<file path="src/rtl/ripple_add.sv">
// ---------------------------------------------------------------------------
// ripple_add
//   Parameterizable ripple-carry adder with registered result and flags.
//   A chain of WIDTH full-adder cells propagates the carry from bit 0 to
//   bit WIDTH-1. The sum, carry-out, signed overflow and zero flag are
//   captured on a rising clock edge when in_valid is high, which gives one
//   cycle of latency. When in_valid is low the result registers hold their
//   value and out_valid drops.
//
// Parameters
//   WIDTH      operand / sum width in bits (1..64), default 4
//
// Ports
//   clk        in   1      rising-edge clock
//   rst_n      in   1      asynchronous active-low reset
//   in_valid   in   1      qualifies A/B/Cin for capture on this edge
//   A          in   WIDTH  operand A
//   B          in   WIDTH  operand B
//   Cin        in   1      carry into bit 0
//   Sum        out  WIDTH  registered sum
//   Cout       out  1      registered carry out of the MSB cell
//   Ovf        out  1      registered two's-complement overflow
//   Zero       out  1      registered flag, high when Sum == 0
//   out_valid  out  1      high while the outputs hold a freshly captured
//                          result
// ---------------------------------------------------------------------------

// ---------------------------------------------------------------------------
// ripple_add_fa
//   Single 1-bit full-adder cell used as the building block of the chain.
//
// Ports
//   a, b       in   1  operand bits
//   cin        in   1  carry in from the previous (less significant) cell
//   sum        out  1  sum bit
//   cout       out 1  carry to the next (more significant) cell
// ---------------------------------------------------------------------------
module ripple_add_fa (
    input  logic a,
    input  logic b,
    input  logic cin,
    output logic sum,
    output logic cout
);

    logic half_sum_s;

    assign half_sum_s = a ^ b;
    assign sum        = half_sum_s ^ cin;
    // Generate when both bits are set, propagate an incoming carry otherwise.
    assign cout       = (a & b) | (cin & half_sum_s);

endmodule

module ripple_add #(
    parameter int WIDTH = 4
) (
    input  logic             clk,
    input  logic             rst_n,
    input  logic             in_valid,
    input  logic [WIDTH-1:0] A,
    input  logic [WIDTH-1:0] B,
    input  logic             Cin,
    output logic [WIDTH-1:0] Sum,
    output logic             Cout,
    output logic             Ovf,
    output logic             Zero,
    output logic             out_valid
);

    // Reduction helper kept as a function so the zero test reads as intent.
    function automatic logic is_zero(input logic [WIDTH-1:0] value);
        return (value == {WIDTH{1'b0}});
    endfunction

    // carry_s[i] is the carry into cell i; carry_s[WIDTH] is the carry out.
    logic [WIDTH:0]   carry_s;
    logic [WIDTH-1:0] sum_s;
    logic             ovf_s;
    logic             zero_s;

    logic [WIDTH-1:0] sum_r;
    logic             cout_r;
    logic             ovf_r;
    logic             zero_r;
    logic             out_valid_r;

    assign carry_s[0] = Cin;

    genvar gi;
    generate
        for (gi = 0; gi < WIDTH; gi++) begin : g_cell
            ripple_add_fa u_fa (
                .a    (A[gi]),
                .b    (B[gi]),
                .cin  (carry_s[gi]),
                .sum  (sum_s[gi]),
                .cout (carry_s[gi+1])
            );
        end
    endgenerate

    // Signed overflow: carry into the sign cell differs from carry out of it.
    // For WIDTH == 1 the carry into the sign cell is Cin itself.
    assign ovf_s  = carry_s[WIDTH] ^ carry_s[WIDTH-1];
    assign zero_s = is_zero(sum_s);

    // Result and flag registers: capture on valid input, hold otherwise.
    always_ff @(posedge clk or negedge rst_n) begin
        if (!rst_n) begin
            sum_r       <= {WIDTH{1'b0}};
            cout_r      <= 1'b0;
            ovf_r       <= 1'b0;
            zero_r      <= 1'b0;
            out_valid_r <= 1'b0;
        end else if (in_valid) begin
            sum_r       <= sum_s;
            cout_r      <= carry_s[WIDTH];
            ovf_r       <= ovf_s;
            zero_r      <= zero_s;
            out_valid_r <= 1'b1;
        end else begin
            sum_r       <= sum_r;
            cout_r      <= cout_r;
            ovf_r       <= ovf_r;
            zero_r      <= zero_r;
            out_valid_r <= 1'b0;
        end
    end

    assign Sum       = sum_r;
    assign Cout      = cout_r;
    assign Ovf       = ovf_r;
    assign Zero      = zero_r;
    assign out_valid = out_valid_r;

endmodule

</file>
<file path="config.mk">
export PLATFORM = sky130hd
export DESIGN_NAME = ripple_add
export DESIGN_NICKNAME = d
export VERILOG_FILES = /design/src/rtl/ripple_add.sv
export SDC_FILE = /design/constraint.sdc
export NUM_CORES = 1
export LEC_CHECK = 0
export CORE_AREA = 2 2 39 41
export CTS_CLUSTER_DIAMETER = 30
export DETAILED_ROUTE_END_ITERATION = 10
export DIE_AREA = 0 0 41 43
export MAX_ROUTING_LAYER = met4
export PLACE_DENSITY = 0.66
export REMOVE_ABC_BUFFERS = 1
export SYNTH_ARGS = -nofsm -noshare
export SYNTH_HDL_FRONTEND = slang
export SYNTH_SLANG_ARGS = --single-unit
</file>
<file path="constraint.sdc">
create_clock -name clk -period 0.9 [get_ports clk]
set_input_delay 0.18 -clock clk [delete_from_list [all_inputs] [get_ports clk]]
set_output_delay 0.18 -clock clk [all_outputs]
set_load 0.005 [all_outputs]
</file>
**Yosys cells after proc, flatten, opt, wreduce, memory -nomap -nowiden**

Cells that the tools add are included.
Widths: inputs -> output; s select.

- Mux-type cells: 1
- Bitwise gates (word level): 21
- Reduce and logical (&&, ||, !) cells: 1

Operators with widths:

| operator | number |
|---|---|
| $xor 1x1->1 | 9 |
| $and 1x1->1 | 8 |
| $logic_not 4->1 | 1 |
| $or 1x1->1 | 4 |
| $mux 1 | 1 |

- Register bits: 8
- Input bits: 12
- Output and inout port bits: 8
- Logic and storage cells: 28

**Longest topological paths before layout**

- Depth in word-level cells: 10
- Gate-level depth with buffers: 7
- Gate-level depth less buffers: 7

**Modules after synthesis**

From an unflattened synthesis, not the netlist that was laid out.

- Cells, all modules: 23
- Area, all modules: 411.6 µm²

By module, submodules not included:

| module | times used | cells each | area an instance (µm²) | seq. area each (µm²) |
|---|---|---|---|---|
| ripple_add | 1 | 19 | 331.6 | 200.2 |
| ripple_add_fa | 4 | 1 | 20.0 | 0.0 |

**Worst setup path before layout**

Ideal clock, no wire load.

- Path type: input port to flip-flop
- Start: input port A[0]
- End: register zero_r (netlist: Zero)
- Setup time: 0.125 ns
- Arrival time: 2.025 ns
- Data required time: 0.775 ns
- Slack: -1.250 ns
- Stages on the path: 7
- Buffers on the path: 0
- Cell sequence: fa_1 > fa_1 > fa_1 > inv_1 > fa_1 > nand2_4 > o41ai_2

- Longest elaborated chain between the ends: 9
- Elaborated cells on any way between the ends: 13
- Those cells by class: 12 x bitwise; 1 x reduce/logical

RTL lines:

| element | RTL line | RTL |
|---|---|---|
| start, declared | 61 | `input logic [WIDTH-1:0] A,` |
| $xor 1x1->1 | 48 | `assign half_sum_s = a ^ b;` |
| $and 1x1->1 | 51 | `assign cout = (a & b) \| (cin & half_sum_s);` |
| $or 1x1->1 | 51 |  |
| $and 1x1->1 | 51 |  |
| $or 1x1->1 | 51 |  |
| $and 1x1->1 | 51 |  |
| $or 1x1->1 | 51 |  |
| $xor 1x1->1 | 49 | `assign sum = half_sum_s ^ cin;` |
| $logic_not 4->1 * | 73 | `return (value == {WIDTH{1'b0}});` |
| end signal, assigned | 120 | `zero_r <= zero_s;` |
| end signal, assigned | 126 | `zero_r <= zero_r;` |
| end, declared | 85 | `logic zero_r;` |

Mark *: on every way between the ends. The rest lies on a longest branch, timed or not.
A chain may end at the register's enable or synchronous reset.

**Worst setup path after layout**

- Start: input port B[0]
- End: register zero_r (netlist: Zero)

- Longest elaborated chain between the ends: 9
- Elaborated cells on any way between the ends: 13
- Those cells by class: 12 x bitwise; 1 x reduce/logical

RTL lines:

| element | RTL line | RTL |
|---|---|---|
| start, declared | 62 | `input logic [WIDTH-1:0] B,` |
| $xor 1x1->1 | 48 |  |
| $and 1x1->1 | 51 |  |
| $or 1x1->1 | 51 |  |
| $and 1x1->1 | 51 |  |
| $or 1x1->1 | 51 |  |
| $and 1x1->1 | 51 |  |
| $or 1x1->1 | 51 |  |
| $xor 1x1->1 | 49 |  |
| $logic_not 4->1 * | 73 |  |

Marks and branches as above.

==> qor.yml <==
root_buffer: "clkbuf_4"
synth-seq-area-share: 0.462
fp.dieH_um: 43
vias: 324
drcViolationCount: 0
rows: 14
final_layout_size_suffix_gt1_frac: 0.600
final_area_um2: 716
startpoint_type: "primary input"
htree_levels: 1
finalCriticalPeriod_ns: 1.84
p_per_area_nw_per_um2: 1600
dp_cells: 71
whs_ns: 0.205
final_cells: 76
area_growth_pct: 65.3
skew_ns: 0
cts.clk_slew.worst_paths_ns: 0.06
critical_path.cell_chain: "buf_6 > fa_2 > fa_2 > fa_2 > inv_2 > fa_2 > nand2_4 > o41ai_2"
antenna_found_initial: 0
fillers: 133
syn_inst: 28
critical-path-top-delay-family: "adder cells"
grt_usage: 0.124
setup_tns_ns: -4.65
drt_iter0_drc: 3
end_kind: "flip-flop"
synth_area_um2: 433
grt_pass1_vias: 322
gr-max-usage-layer: "met2"
pin_count: 20
clock_path_buffers: 2
fp.dieArea_um2: 1760
path_buf_inv: 2
arrival_ns: 1.98
crit_fanout: 2
cp_slowest_stage_delay_ns: 0.45
yosys_warnings: 0
cp_slowest_cell: "fa_2"
max_freq_mhz: 543
antennaDiodeCount: 0
relSlewSlack: 0.851
drv_slew: 0
grt_use_met2: 0.163
cp_common_cell: "fa_2"
port_buffers: 19
setup_viol: 13
cts_sinks: 8
finalHoldViolCount: 0
cts_tree: "built"
routed_wl_um: 764
die_w_um: 41
cp.required_ns: 1.04
rr_startpoint: "Sum[0]$_DFFE_PN0P_"
ir_worst_vdd_uv: 870
synth.distinct_cells: 10
cap_violations: 0
outcome: "complete, but fails checks"
dpl-instance-area_um2: 699
worst_slew_pin_slew_ns: 0.221
final_nets: 78
core-area_um2: 1380
dp_hpwl_um: 589
crit_type: "primary input to flip-flop"
grt_setup_unrepaired: "yes"
gp_congestion: 0.656
grt_use_met3: 0.0785
syn_avg_cell_area_um2: 15.5
cts-buffers-inserted: 3
clock_latency_ns: 0.25
leakage_nw: 0.380
grt_max_degree: 9
ys_ff_latch: 8
wire_per_inst_um: 10.1
globalRouteOverflowTotal: 0
hold_class: "primary input to async pin"
ctsHoldBuffers: 0
met1_usage: 0.155
final_cell_mix: "buf_2 (9), buf_4 (9), dfrtp_1 (8)"
vias_per_cell: 4.26
setup_slack_ns: -0.940
failed_checks: "negative setup slack"
initial_utilization: 0.313
dp_slack_ns: -1.73
first_pass_iters: 2
grt_pass1_wl_um: 1350
startpoint: "B[0]"
fin_crit_sh: 2.04
ant_nets: 0
[cell type report]
| class | instances | area, um2 | share of cell area |
|---|---|---|---|
| Clock buffer | 3 | 22.5 | 0.0315 |
| Inverter | 5 | 18.8 | 0.0262 |
| Multi-Input combinational cell | 14 | 213 | 0.297 |
| Sequential cell | 8 | 200 | 0.280 |
| Tap cell | 16 | 20.0 | 0.0280 |
| Timing Repair Buffer | 30 | 241 | 0.337 |
[report_power, final]
part	leakage (nW)	switching [mW]	internal (mW)
clock network	0.0138	0.122	0.153
registers	0.0954	0.0273	0.425
logic	0.270	0.142	0.275
[through the flow]
step | utilization | total power [mW]
floorplan | - | 0.627
global placement | 0.505 | 0.910
detailed placement | 0.505 | 0.915
CTS | 0.498 | 1.15
global route | 0.517 | 1.24
finish | 0.517 | 1.14
[final timing paths]
check / end / slack [ns] / cells past startpoint
max: Zero$_DFFE_PN0P_ / -0.94 / 8
min: Cout$_DFFE_PN0P_ / 0.20 / 2
max reg2reg: Sum[0]$_DFFE_PN0P_ / 0.04 / 2
min reg2reg: Ovf$_DFFE_PN0P_ / 0.51 / 1
max in group asynchronous: Sum[0]$_DFFE_PN0P_ / 0.56 / 2
min in group clk: Zero$_DFFE_PN0P_ / 0.32 / 3
[Yosys cell counts (all sizes together)]
library cell,instances,share of area
fa,4,0.18
dfrtp,8,0.46
mux2,4,0.14
mux2i,2,0.046
xnor2,1,0.020
nand2,1,0.026
buf,1,0.026
inv,5,0.043
o41ai,1,0.038
nand2b,1,0.014
[repair_timing]
action / in CTS / in global routing
buffers inserted: 1 / 3
endpoints found under the setup margin: 15 / 14
gates resized for setup: 53 / 4
pin swaps: 6 / 6
[cell families after synthesis]
family	count (synthesis)	synth area share
AND/OR/NAND/NOR	2	0.0405
AO/OA/AOI/OAI	1	0.0376
multiplexers	6	0.185
adder cells (fa/ha/maj)	4	0.185
buffers and inverters	6	0.0694
XOR/XNOR	1	0.0202
flip-flops	8	0.462
[registers in the layout, summed over array words and instances (netlist names)]
signal     flops
out_valid      1
Cout           1
Zero           1
Ovf            1
Sum            4
[per-layer routing]
metal	part of all wire	routed length, um
met4	0	0
met2	0.53	407
met3	0.096	73
met5	0	0
met1	0.37	284
[worst reg2reg max path, delay by kind of cell, from the launching register on]
family	cells	cell delay (ns)
flops	1	0.37
mux	1	0.25
buf+inv	1	0.13
Power figures use the tool's default switching activity.
